<file path="src/rtl/seg_pkg.sv">
// Shared constants for the seven-segment scanner: active-low hex glyphs
// (a..g on bits 6..0), blank glyph, one-hot anode codes and the digit order.
package seg_pkg;

  localparam logic [6:0] SEG_0 = 7'b0000001;
  localparam logic [6:0] SEG_1 = 7'b1001111;
  localparam logic [6:0] SEG_2 = 7'b0010010;
  localparam logic [6:0] SEG_3 = 7'b0000110;
  localparam logic [6:0] SEG_4 = 7'b1001100;
  localparam logic [6:0] SEG_5 = 7'b0100100;
  localparam logic [6:0] SEG_6 = 7'b0100000;
  // The board glyph for 7 lights the f segment as well as a, b and c.
  localparam logic [6:0] SEG_7 = 7'b0001101;
  localparam logic [6:0] SEG_8 = 7'b0000000;
  localparam logic [6:0] SEG_9 = 7'b0000100;
  localparam logic [6:0] SEG_A = 7'b0001000;
  localparam logic [6:0] SEG_B = 7'b1100000;
  localparam logic [6:0] SEG_C = 7'b0110001;
  localparam logic [6:0] SEG_D = 7'b1000010;
  localparam logic [6:0] SEG_E = 7'b0110000;
  localparam logic [6:0] SEG_F = 7'b0111000;

  localparam logic [6:0] SEG_BLANK = 7'b1111111;

  localparam logic [3:0] AN0 = 4'b0001;
  localparam logic [3:0] AN1 = 4'b0010;
  localparam logic [3:0] AN2 = 4'b0100;
  localparam logic [3:0] AN3 = 4'b1000;

  // Digit slot order, rightmost first.
  typedef enum logic [1:0] {
    DIG_RES = 2'd0,
    DIG_B   = 2'd1,
    DIG_A   = 2'd2,
    DIG_F   = 2'd3
  } digit_e;

endpackage

</file>
<file path="src/rtl/seg_scan_if.sv">
// Bundle between the ALU stage / board and the scanner: capture inputs,
// blank control and the multiplexed display drive.
interface seg_scan_if;
  import seg_pkg::*;

  logic       ld;
  logic [3:0] res;
  logic [3:0] f;
  logic [3:0] a;
  logic [3:0] b;
  logic       d0;
  logic       d1;
  logic       blank;
  logic [6:0] du;
  logic       dp;
  logic [3:0] bank;

  modport master (
    output ld, res, f, a, b, d0, d1, blank,
    input  du, dp, bank
  );

  modport slave (
    input  ld, res, f, a, b, d0, d1, blank,
    output du, dp, bank
  );

endinterface

</file>
<file path="src/rtl/seg_scan_hex7seg.sv">
// Combinational hex nibble to active-low seven-segment glyph.
module hex7seg
  import seg_pkg::*;
(
  input  logic [3:0] nib,
  output logic [6:0] seg
);

  always_comb begin
    unique case (nib)
      4'h0: seg = SEG_0;
      4'h1: seg = SEG_1;
      4'h2: seg = SEG_2;
      4'h3: seg = SEG_3;
      4'h4: seg = SEG_4;
      4'h5: seg = SEG_5;
      4'h6: seg = SEG_6;
      4'h7: seg = SEG_7;
      4'h8: seg = SEG_8;
      4'h9: seg = SEG_9;
      4'hA: seg = SEG_A;
      4'hB: seg = SEG_B;
      4'hC: seg = SEG_C;
      4'hD: seg = SEG_D;
      4'hE: seg = SEG_E;
      default: seg = SEG_F;
    endcase
  end

endmodule

</file>
<file path="src/rtl/seg_scan.sv">
// Four-digit multiplexed display scanner: captures ALU result/opcode/operands
// on ld and refreshes them through one segment bus with a blinking result digit.
module seg_scan
  import seg_pkg::*;
#(
  parameter int CLK_DIV     = 50000,
  parameter int BLINK_SCANS = 64
) (
  input logic      clk,
  input logic      rst,
  seg_scan_if.slave bus
);

  localparam int CW = $clog2(CLK_DIV);
  localparam int BW = (BLINK_SCANS > 1) ? $clog2(BLINK_SCANS) : 1;
  localparam logic [CW-1:0] CNT_MAX  = CW'(CLK_DIV - 1);
  localparam logic [BW-1:0] BCNT_MAX = BW'(BLINK_SCANS - 1);

  logic [CW-1:0] cnt;
  digit_e        idx;
  logic [BW-1:0] bcnt;
  logic          phase;
  logic          tick;

  logic [3:0] l_res, l_f, l_a, l_b;
  logic       l_d0, l_d1;

  logic [3:0] nib;
  logic [6:0] seg;
  logic [6:0] du_d;
  logic       dp_d;
  logic [3:0] bank_d;

  assign tick = (cnt == CNT_MAX);

  // NOTE: every register below uses <= so all state updates on one edge see
  // the pre-edge values; a blocking = here would chain updates within a cycle.
  always_ff @(posedge clk) begin
    if (rst) begin
      cnt   <= '0;
      idx   <= DIG_RES;
      bcnt  <= '0;
      phase <= 1'b0;
    end else begin
      cnt <= tick ? '0 : cnt + 1'b1;
      if (tick) begin
        idx <= digit_e'(idx + 2'd1);
        if (idx == DIG_F) begin
          if (bcnt == BCNT_MAX) begin
            bcnt  <= '0;
            phase <= ~phase;
          end else begin
            bcnt <= bcnt + 1'b1;
          end
        end
      end
    end
  end

  // NOTE: the capture latches are a handful of flops, not a memory, and the
  // display must read 0000 after reset, so they are cleared with everything else.
  always_ff @(posedge clk) begin
    if (rst) begin
      l_res <= '0;
      l_f   <= '0;
      l_a   <= '0;
      l_b   <= '0;
      l_d0  <= 1'b0;
      l_d1  <= 1'b0;
    end else if (bus.ld) begin
      l_res <= bus.res;
      l_f   <= bus.f;
      l_a   <= bus.a;
      l_b   <= bus.b;
      l_d0  <= bus.d0;
      l_d1  <= bus.d1;
    end
  end

  // NOTE: each always_comb assigns its outputs a default first, so no path
  // through the case leaves a value unassigned and no latch is inferred.
  always_comb begin
    nib = l_res;
    unique case (idx)
      DIG_B:   nib = l_b;
      DIG_A:   nib = l_a;
      DIG_F:   nib = l_f;
      default: nib = l_res;
    endcase
  end

  hex7seg u_hex (
    .nib (nib),
    .seg (seg)
  );

  always_comb begin
    du_d   = seg;
    dp_d   = 1'b1;
    bank_d = AN0;
    unique case (idx)
      DIG_RES: begin
        bank_d = AN0;
        dp_d   = ~l_d1;
        // Flagged result blinks off during the second phase; anode stays on.
        if (l_d1 && phase) begin
          du_d = SEG_BLANK;
          dp_d = 1'b1;
        end
      end
      DIG_B:   bank_d = AN1;
      DIG_A:   bank_d = AN2;
      default: begin
        bank_d = AN3;
        dp_d   = ~l_d0;
      end
    endcase
    if (bus.blank) bank_d = 4'b0000;
  end

  // Segments and anode register on the same edge so digits never ghost.
  always_ff @(posedge clk) begin
    if (rst) begin
      bus.du   <= SEG_0;
      bus.dp   <= 1'b1;
      bus.bank <= AN0;
    end else begin
      bus.du   <= du_d;
      bus.dp   <= dp_d;
      bus.bank <= bank_d;
    end
  end

endmodule

</file>
<file path="src/flat_wrapper.sv">
// flat-port wrapper written by rule: the top's interface ports become plain ports
module seg_scan_flat import seg_pkg::*;
#(
  parameter int CLK_DIV     = 50000,
  parameter int BLINK_SCANS = 64
)
  (clk, rst, bus_ld, bus_res, bus_f, bus_a, bus_b, bus_d0, bus_d1, bus_blank, bus_du, bus_dp, bus_bank);
  seg_scan_if bus_i ();
  input logic clk;
  input logic rst;
  input wire logic [$bits(bus_i.ld)-1:0] bus_ld;
  input wire logic [$bits(bus_i.res)-1:0] bus_res;
  input wire logic [$bits(bus_i.f)-1:0] bus_f;
  input wire logic [$bits(bus_i.a)-1:0] bus_a;
  input wire logic [$bits(bus_i.b)-1:0] bus_b;
  input wire logic [$bits(bus_i.d0)-1:0] bus_d0;
  input wire logic [$bits(bus_i.d1)-1:0] bus_d1;
  input wire logic [$bits(bus_i.blank)-1:0] bus_blank;
  output wire logic [$bits(bus_i.du)-1:0] bus_du;
  output wire logic [$bits(bus_i.dp)-1:0] bus_dp;
  output wire logic [$bits(bus_i.bank)-1:0] bus_bank;
  assign bus_i.ld = bus_ld;
  assign bus_i.res = bus_res;
  assign bus_i.f = bus_f;
  assign bus_i.a = bus_a;
  assign bus_i.b = bus_b;
  assign bus_i.d0 = bus_d0;
  assign bus_i.d1 = bus_d1;
  assign bus_i.blank = bus_blank;
  assign bus_du = bus_i.du;
  assign bus_dp = bus_i.dp;
  assign bus_bank = bus_i.bank;
  seg_scan #(.CLK_DIV(CLK_DIV), .BLINK_SCANS(BLINK_SCANS)) u_core (.clk(clk), .rst(rst), .bus(bus_i));
endmodule
</file>
<file path="config.mk">
export PLATFORM = sky130hd
export DESIGN_NAME = seg_scan_flat
export DESIGN_NICKNAME = d
export VERILOG_FILES = /design/src/rtl/seg_pkg.sv /design/src/rtl/seg_scan_if.sv /design/src/rtl/seg_scan_hex7seg.sv /design/src/rtl/seg_scan.sv /design/src/flat_wrapper.sv
export SDC_FILE = /design/constraint.sdc
export NUM_CORES = 1
export LEC_CHECK = 0
export BUFFER_PORTS_ARGS = -buffer_cell sky130_fd_sc_hd__buf_2
export CORE_ASPECT_RATIO = 0.5
export CORE_MARGIN = 1
export CORE_UTILIZATION = 45
export CTS_BUF_LIST = sky130_fd_sc_hd__clkbuf_2 sky130_fd_sc_hd__clkbuf_4 sky130_fd_sc_hd__clkbuf_8
export DETAILED_ROUTE_END_ITERATION = 6
export PLACE_DENSITY = 0.71
export SLEW_MARGIN = 0
export SYNTH_ARGS = -nofsm -noshare
export SYNTH_HDL_FRONTEND = slang
export SYNTH_SLANG_ARGS = --single-unit
</file>
<file path="constraint.sdc">
create_clock -name clk -period 3.65 [get_ports clk]
set_clock_uncertainty 0.1 [all_clocks]
set_input_delay 0.9125 -clock clk [delete_from_list [all_inputs] [get_ports clk]]
set_output_delay 0.9125 -clock clk [all_outputs]
set_load 0.01 [all_outputs]
</file>
# Word-level counts from Yosys, hierarchy flattened

Memories as Yosys holds them, arrays and structs flattened.
Cells that the tools add are included.

Multiplexer cells: 8
$add $sub $neg: 3
Reductions and logical operators: 7
Equality and inequality tests: 5
Bitwise logic cells: 3

Operator list:

| operator                                      | number |
|---|---|
| case mux 4 bit (3 select lines)               | 2 |
| adder 16 x 1 -> 16 bit, second input constant | 1 |
| == test 16 bit, second input constant         | 1 |
| two-way mux 7 bit                             | 2 |
| adder 6 x 1 -> 6 bit, second input constant   | 1 |
| == test 6 bit, second input constant          | 1 |
| two-way mux 6 bit                             | 1 |
| OR reduction 2 bit                            | 3 |
| == test 2 bit, second input constant          | 2 |
| inverter 1 bit                                | 3 |
| AND reduction 3 bit                           | 1 |
| adder 2 x 1 -> 2 bit, second input constant   | 1 |
| == test 2 x 1 -> 1 bit, second input constant | 1 |
| zero test 2 bit                               | 1 |
| two-way mux 1 bit                             | 2 |
| case mux 1 bit (2 select lines)               | 1 |
| AND reduction 2 bit                           | 1 |
| logical AND 1 bit                             | 1 |

Register bits after elaboration: 55
Bits in read-only memories: 112
Memories kept: 1
Logic and storage cells: 41
Output and inout port bits: 12

Memories:

| name             | words | width | rd ports | clocked after memory_dff | wr ports | RTL line               | RTL |
|---|---|---|---|---|---|---|---|
| (name not given) | 16    | 7     | 1        | 0                        | 0        | seg_scan_hex7seg.sv:10 | `unique case (nib)` |

# Logic depth before layout (Yosys ltp)

Gate-level depths: netlist of the first run.
An unclocked memory read counts as a cell.

Word-level depth: 5
Gate-level depth with buffers: 10
Mapped depth without buffers: 10

# Hierarchy

From an unflattened synthesis of the first run, not the netlist that was laid out.

Cells, all modules: 283
Area, all modules: 2551.2 µm²

By module, submodules not included:

| module   | area each (µm²) | cells an instance | times used | seq. area each (µm²) |
|---|---|---|---|---|
| seg_scan | 2293.4          | 248               | 1          | 1101.1 |
| hex7seg  | 257.7           | 35                | 1          | 0.0 |

# Worst setup path before layout of the first run

No wires, ideal clock.

Path type: reg-to-reg
From: register u_core.idx[0]
To: register u_core.bus.du[3]
Slack: 1.397 ns
Arrival: 2.020 ns
Required time: 3.416 ns
Clock period less this slack: 2.253 ns
Stages on the path, launching flop included: 10
Cells stage by stage: dfxtp_1 > inv_1 > ha_1 > a222oi_1 > mux2_2 > inv_1 > ha_1 > and2b_1 > a2111oi_2 > a311oi_1

Longest elaborated chain between the ends: 5

RTL lines:

| item                                                    | RTL line          | RTL |
|---|---|---|
| start: declaration                                      | seg_scan.sv:20    | `digit_e idx;` |
| start signal: assignment                                | seg_scan.sv:47    | `idx <= digit_e'(idx + 2'd1);` |
| == test 2 bit or == test 2 x 1 -> 1 bit (tied branches) | seg_scan.sv:84    | `unique case (idx)` |
| case mux 4 bit (3 select lines)                         | seg_scan.sv:84    |  |
| memory read (16 x 7 bit)                                | -                 |  |
| two-way mux 7 bit                                       | seg_scan.sv:106   | `if (l_d1 && phase) begin` |
| two-way mux 7 bit *                                     | seg_scan.sv:101   | `unique case (idx)` |
| end signal: assignment                                  | seg_scan.sv:128   | `bus.du <= du_d;` |
| end: declaration                                        | seg_scan_if.sv:25 | `output du, dp, bank` |

Every way passes the cells marked *; elsewhere a longest branch is shown, timed or not.
A chain may end at the register's enable or synchronous reset.

# Worst setup path after layout of the first run

From: register u_core.idx[0]
To: register u_core.bus.du[6]

The elaborated chain is that of the path after synthesis.

==> results of run 1 <==
## cells in the mapped netlist, types with 2 or more instances
master / count / area share
nor4b_1: 2 / 0.0067
and3_1: 7 / 0.017
dfxtp_1: 55 / 0.42
xor2_1: 10 / 0.034
mux2_2: 4 / 0.017
and4_1: 2 / 0.0067
nand2_1: 19 / 0.027
or3_1: 3 / 0.0072
buf_2: 3 / 0.0058
a21oi_1: 13 / 0.025
nor2_1: 40 / 0.058
nor3_1: 4 / 0.0077
o21ai_0: 5 / 0.0096
a211oi_1: 2 / 0.0058
xnor2_1: 6 / 0.020
mux2i_1: 23 / 0.089
nor4_1: 2 / 0.0048
and2_1: 3 / 0.0072
inv_1: 13 / 0.019
nand4_1: 4 / 0.0096
nand3_1: 12 / 0.023
nand2b_1: 5 / 0.012
clkbuf_1: 4 / 0.0058
ha_1: 15 / 0.072
a222oi_1: 3 / 0.012
buf_6: 3 / 0.013
## through the flow
stage	hold WS [ns]	setup WS, ns	instance area [um^2]	utilization	instances
after floorplan	0.313	1.40	2600	-	281
after global placement	0.324	1.25	2800	0.507	377
after detailed placement	0.335	1.11	2800	0.507	377
after CTS	0.349	1.09	2900	0.526	385
after global routing	0.369	0.922	2900	0.526	385
final	0.342	1.07	2900	0.526	385
## kinds of logic after synthesis
logic type | count (synthesis) | synth area share
multiplexers | 27 | 0.106
flip-flops | 55 | 0.424
adder cells (fa/ha/maj) | 15 | 0.0722
AO/OA/AOI/OAI | 32 | 0.0814
buffers and inverters | 24 | 0.0448
AND/OR/NAND/NOR | 112 | 0.218
XOR/XNOR | 16 | 0.0539
## sequential cells by signal (all words and copies together), names as in the netlist
signal / flops
u_core.phase: 1
u_core.bus.bank: 4
u_core.idx: 2
u_core.bcnt: 6
u_core.l_f: 4
u_core.l_a: 4
u_core.l_d0: 1
u_core.l_res: 4
u_core.cnt: 16
u_core.bus.dp: 1
u_core.l_b: 4
u_core.l_d1: 1
u_core.bus.du: 7
## final cells by class
| type | instances | area (um^2) |
|---|---|---|
| Multi-Input combinational cell | 202 | 1380 |
| Tap cell | 73 | 91.3 |
| Clock buffer | 8 | 104 |
| Sequential cell | 55 | 1100 |
| Inverter | 13 | 48.8 |
| Fill cell | 507 | 2620 |
| Timing Repair Buffer | 34 | 173 |
## routing by layer
layer	share of wire	global-route usage	vias to the layer above
met3	0.029	0.0375	6
met1	0.48	0.211	927
met5	0	0	-
li1	-	-	1026
met4	0.011	0.0514	0
met2	0.48	0.307	30
## power groups by stage
stage               Sequential, mW  Combinational, mW  Clock, mW
finish                       0.631             0.0986      0.370
detailed placement           0.646             0.0991          0
global route                 0.634              0.110      0.401
global placement             0.645             0.0952          0
CTS                          0.632             0.0995      0.382
floorplan                    0.646             0.0684          0
## worst register-to-register path, stage by stage, from the launching register on
cell and delay (ns):
dfxtp_1 0.37, inv_1 0.15, ha_1 0.40, mux2i_1 0.89, nand2b_4 0.30, o22ai_1 0.09
a211oi_2 0.22
## worst max-delay path by stage
stage          slack (ns)  cells past startpoint               end
3_3_place_gp         1.25                      9  u_core.bus.du[3]
5_1_grt              0.92                      6  u_core.bus.du[6]
3_5_place_dp         1.11                      6  u_core.bus.du[6]
4_1_cts              1.09                      6  u_core.bus.du[6]
2_1_floorplan        1.40                      9  u_core.bus.du[3]
6_report             1.07                      6  u_core.bus.du[6]
## cells in the final DEF, fill, tap and decap left out, types with 3 or more instances in the layout
cell type | Yosys | final
and2_1 | 3 | 3
inv_1 | 13 | 13
nand4_1 | 4 | 4
xnor2_1 | 6 | 6
nand2_1 | 19 | 19
nand3_1 | 12 | 12
nor3_1 | 4 | 4
clkbuf_8 | 0 | 7
or3_1 | 3 | 3
ha_1 | 15 | 15
o21ai_0 | 5 | 5
a21oi_1 | 13 | 13
nor2_1 | 40 | 40
mux2i_1 | 23 | 23
a222oi_1 | 3 | 3
nand2b_1 | 5 | 5
xor2_1 | 10 | 10
and3_1 | 7 | 7
buf_2 | 3 | 33
mux2_2 | 4 | 4
dfxtp_1 | 55 | 55
==> results.ini, run 1 <==
[logic_synthesis]
yosys_warnings = 0
synthArstFlopShare = 0
synth_top_flop_cell = dfxtp_1
synth_cell_type_count = 45
yosys_register_bits = 55
synth_edf_count = 0
avgSynthCellArea_um2 = 9.25
netlist_area_um2 = 2600
netlist_instances = 281
ys_seq_area_frac = 0.424
synth.net_count = 318

[clocking]
cts_hold_buffers = 0
cts-resized-gates = 0
insertion_delay_ns = 0.31
cts_tree = done
root_buffer = clkbuf_8
clk_path_buf_depth = 2
postCtsSetupBuffers = 0
h-tree-depth = 2
cts_made_buffers = 5
cts_sinks = 55
clkTransAtPathRegs_ns = 0.10

[final_layout]
diodes = 0
drive_above_1_share = 0.163
fin_nets = 348
area_delta_synth_final_pct = 11.6

[timing]
fin_crit_sh = 0.707
finalSetupTns_ns = 0
setup_violations = 0
slew_viol_final = 0
hold_violations = 0
slew_headroom = 0.307
tightest_slew_ns = 1.01
fmax_ghz = 0.388
rsz0062_at_grt = no
period_minus_slack_ns = 2.58

[place]
dp_hpwl_um = 3620
io_buffer_count = 33
place.gp.congestion = 0.884

[critical_path]
critical_path.max_fanout = 11
cp_slowest_stage_delay_ns = 0.89
critPathCaptureType = flip-flop
cp-start-kind = flip-flop
cp_cell_sequence = inv_1, ha_1, mux2i_1, nand2b_4, o22ai_1, a211oi_2
cp-startpoint = u_core.idx[0]
regToRegEndpoint = u_core.bus.du[6]
critPathBufInv = 1
path_class = reg2reg
cp.required_ns = 3.79
crit_arrival_ns = 2.72
cpLargestDelayFamily = multiplexers
cp_slowest_cell = mux2i_1
r2r_cells = 6
worst-r2r-setup-slack_ns = 1.07
r2r-start = u_core.idx[0]

[pwr]
p_per_area_nw_per_um2 = 380
ir_worst_vdd_mv = 0.184
p_clk_frac = 0.337
switchingPower_mw = 0.253
power_mw = 1.10
internal-power_mw = 0.847
combPwrFrac = 0.090
switching_share = 0.230
total_leakage_power_nw = 1.22
pwr-share-seq = 0.574

[route]
drtIter0Drc = 85
drcViolationCount = 0
avgRoutedWirePerCell_um = 12.8
vias = 1989
viasPerCell = 5.17
drtAntennaViolNets = 0
finalWirelength_um = 4940
dr.pass1.iters = 4

[die]
die-area_um2 = 6100
design.core.area_um2 = 5520
start_util = 0.471
num_io_pins = 34
die_y_um = 55.7
rows = 19
die_x_um = 109

[global_route]
antenna_found_initial = 0
grt_pass1_vias = 1957
track_usage = 0.174
gr-total-overflow = 0
grt_pass1_wl_um = 8440
grt_max_degree = 41

[worst_hold_path]
min_delay_worst_endpoint = u_core.cnt[0]
holdPathStages = 1
hold_path.startpoint = u_core.cnt[0]
hold_class = reg2reg

[flow_run]
drv_cap = 0

[run_status]
outcome = complete, no violations

(Power assumes the default switching activity.)
==> inputs of run 2 (changes only) <==
--- a/config.mk
+++ b/config.mk
@@ -11,7 +11,7 @@
 export CORE_UTILIZATION = 45
 export CTS_BUF_LIST = sky130_fd_sc_hd__clkbuf_2 sky130_fd_sc_hd__clkbuf_4 sky130_fd_sc_hd__clkbuf_8
 export DETAILED_ROUTE_END_ITERATION = 6
-export PLACE_DENSITY = 0.71
+export PLACE_DENSITY = 0.73
 export SLEW_MARGIN = 0
 export SYNTH_ARGS = -nofsm -noshare
 export SYNTH_HDL_FRONTEND = slang
==> constraint.sdc (replaced) <==
create_clock -name clk -period 2.09 [get_ports clk]
set_clock_uncertainty 0.1 [all_clocks]
set_input_delay 0.5225 -clock clk [delete_from_list [all_inputs] [get_ports clk]]
set_output_delay 0.5225 -clock clk [all_outputs]
set_load 0.01 [all_outputs]
==> run 2 against run 1 <==
Against the previous run: worst setup slack lost 1.1 ns; combinational power grew 120%; design area grew 11%; global-route usage is essentially flat; cell count grew 5.2%; via count grew 4.8%; flip-flop and latch count is the same; sequential power grew 74%; worst hold slack gained 0.0090 ns; sequential share of layout area shrank 3.5 points; maximum frequency grew 24%; critical endpoint is now u_core.bus.du[3].
==> results.ini, run 2 (synthesized netlist as in run 1, its figures left out) <==
[run_status]
outcome = complete, no violations

[route]
drtAntennaViolNets = 0
routed.top_layer = met4
met3_wirelength_um = 171
wl_met1_um = 2400
drcViolationCount = 0
vias = 2084
finalWirelength_um = 5310
wl_met2_um = 2730
drtIter0Drc = 110
viasPerCell = 5.15
avgRoutedWirePerCell_um = 13.1
dr.pass1.iters = 5

[place]
pre_cts_ws_ns = -0.0934
io_buffer_count = 33
dp_hpwl_um = 3830
place.gp.congestion = 0.824
dpl_cell_area_um2 = 2880

[worst_hold_path]
hold_class = in2reg

[pwr]
switching_share = 0.239
power_mw = 1.94
p_per_area_nw_per_um2 = 603
total_leakage_power_nw = 1.34
p_clk_frac = 0.322
internal-power_mw = 1.48
switchingPower_mw = 0.464
pwr-share-seq = 0.567
ir_worst_vdd_mv = 0.292
combPwrFrac = 0.111

[global_route]
gr-total-overflow = 0
track_usage = 0.174
grt_max_degree = 23
grt_pass1_vias = 1935
antenna_found_initial = 0
grt_pass1_wl_um = 8400

[clocking]
root_buffer = clkbuf_8
cts_sinks = 55
cts_made_buffers = 5
cts_tree = done
h-tree-depth = 2
insertion_delay_ns = 0.30
clk_path_buf_depth = 2
clkTransAtPathRegs_ns = 0.10

[timing]
rsz0062_at_grt = yes
worst_slack_ns = 0.00177
hold_violations = 0
tightest_slew_ns = 0.514
setup_violations = 0
slew_viol_final = 0
fmax_ghz = 0.479
period_minus_slack_ns = 2.09
slew_headroom = 0.652
fin_crit_sh = 0.999

[critical_path]
cp_cell_sequence = buf_6, ha_4, a222oi_1, mux2_4, inv_4, ha_4, and2b_1, a2111oi_2, a311oi_1
cp_slowest_stage_delay_ns = 0.38
crit_top_cell = ha_4
path_class = reg2reg
critical_path.max_fanout = 4
crit_arrival_ns = 2.17
critPathBufInv = 2
cp_slowest_cell = dfxtp_4
cp.required_ns = 2.17
critPathCaptureType = flip-flop
cpLargestDelayFamily = compound AO/OA/AOI/OAI gates
cp-start-kind = flip-flop

[final_layout]
layout_commonest_cell = dfxtp_1
largest-register = u_core.cnt
top_regs = u_core.cnt (16), u_core.bus.du (7), u_core.bcnt (6)
fin_nets = 368
area_delta_synth_final_pct = 23.8
design_area_um2 = 3220
layout_common_cells = dfxtp_1, nor2_1, buf_2, mux2i_1, nand2_1
largest_reg_flops = 16
drive_above_1_share = 0.265
diodes = 0

[die]
die_y_um = 55.7
num_io_pins = 34
die-area_um2 = 6100
die_x_um = 109
start_util = 0.471
design.core.area_um2 = 5520
rows = 19

[flow_run]
drv_cap = 0

run 2: per-layer routing:
metal	GRT usage	up-vias
met5	0	-
met4	0.0495	0
met3	0.0363	2
met2	0.301	28
met1	0.218	985
li1	-	1069
run 2: metrics by stage:
step / util / TNS (ns) / hold WS (ns) / std cells
after floorplan: - / 0 / 0.313 / 281
after global placement: 0.522 / 0 / 0.324 / 386
after detailed placement: 0.522 / -0.0963 / 0.340 / 386
after CTS: 0.548 / -0.0709 / 0.343 / 398
after global routing: 0.583 / -0.471 / 0.351 / 405
final: 0.583 / 0 / 0.351 / 405
run 2: power by group through the flow:
stage	registers, mW	logic [mW]	clock network, mW
final	1.10	0.215	0.624
after CTS	1.10	0.185	0.644
after detailed placement	1.13	0.178	0
after global routing	1.11	0.236	0.688
after global placement	1.13	0.171	0
after floorplan	1.13	0.120	0
run 2: cell type report:
| cell class | count | area [um^2] |
|---|---|---|
| clock inverters | 1 | 8.76 |
| well taps | 73 | 91.3 |
| fillers | 473 | 2300 |
| flip-flops and latches | 55 | 1110 |
| inverters | 13 | 56.3 |
| multi-input cells | 202 | 1520 |
| clock buffers | 7 | 90.1 |
| repair buffers | 54 | 348 |
run 2: worst reg2reg max path, cell delays in order, from the launching register on:
cell and delay (ns):
dfxtp_4 0.38, buf_6 0.13, ha_4 0.16, a222oi_1 0.25, mux2_4 0.28, inv_4 0.05
ha_4 0.16, and2b_1 0.17, a2111oi_2 0.21, a311oi_1 0.07
run 2: path summary, 6_finish.rpt:
| check | startpoint | depth (start not counted) | slack, ns | to |
|---|---|---|---|---|
| max reg2reg | u_core.idx[0] | 9 | 0.002 | u_core.bus.du[3] |
| min reg2reg | u_core.cnt[0] | 1 | 0.35 | u_core.cnt[0] |
| max | u_core.idx[0] | 9 | 0.002 | u_core.bus.du[3] |
| min | bus_res[2] | 3 | 0.35 | u_core.l_res[2] |
run 2: what timing repair did:
action | in CTS | in global routing
hold buffers | 0 | 0
endpoints found under the setup margin | 3 | 8
buffers inserted | 4 | 7
resized for setup | 4 | 25
pin swaps | 1 | 9
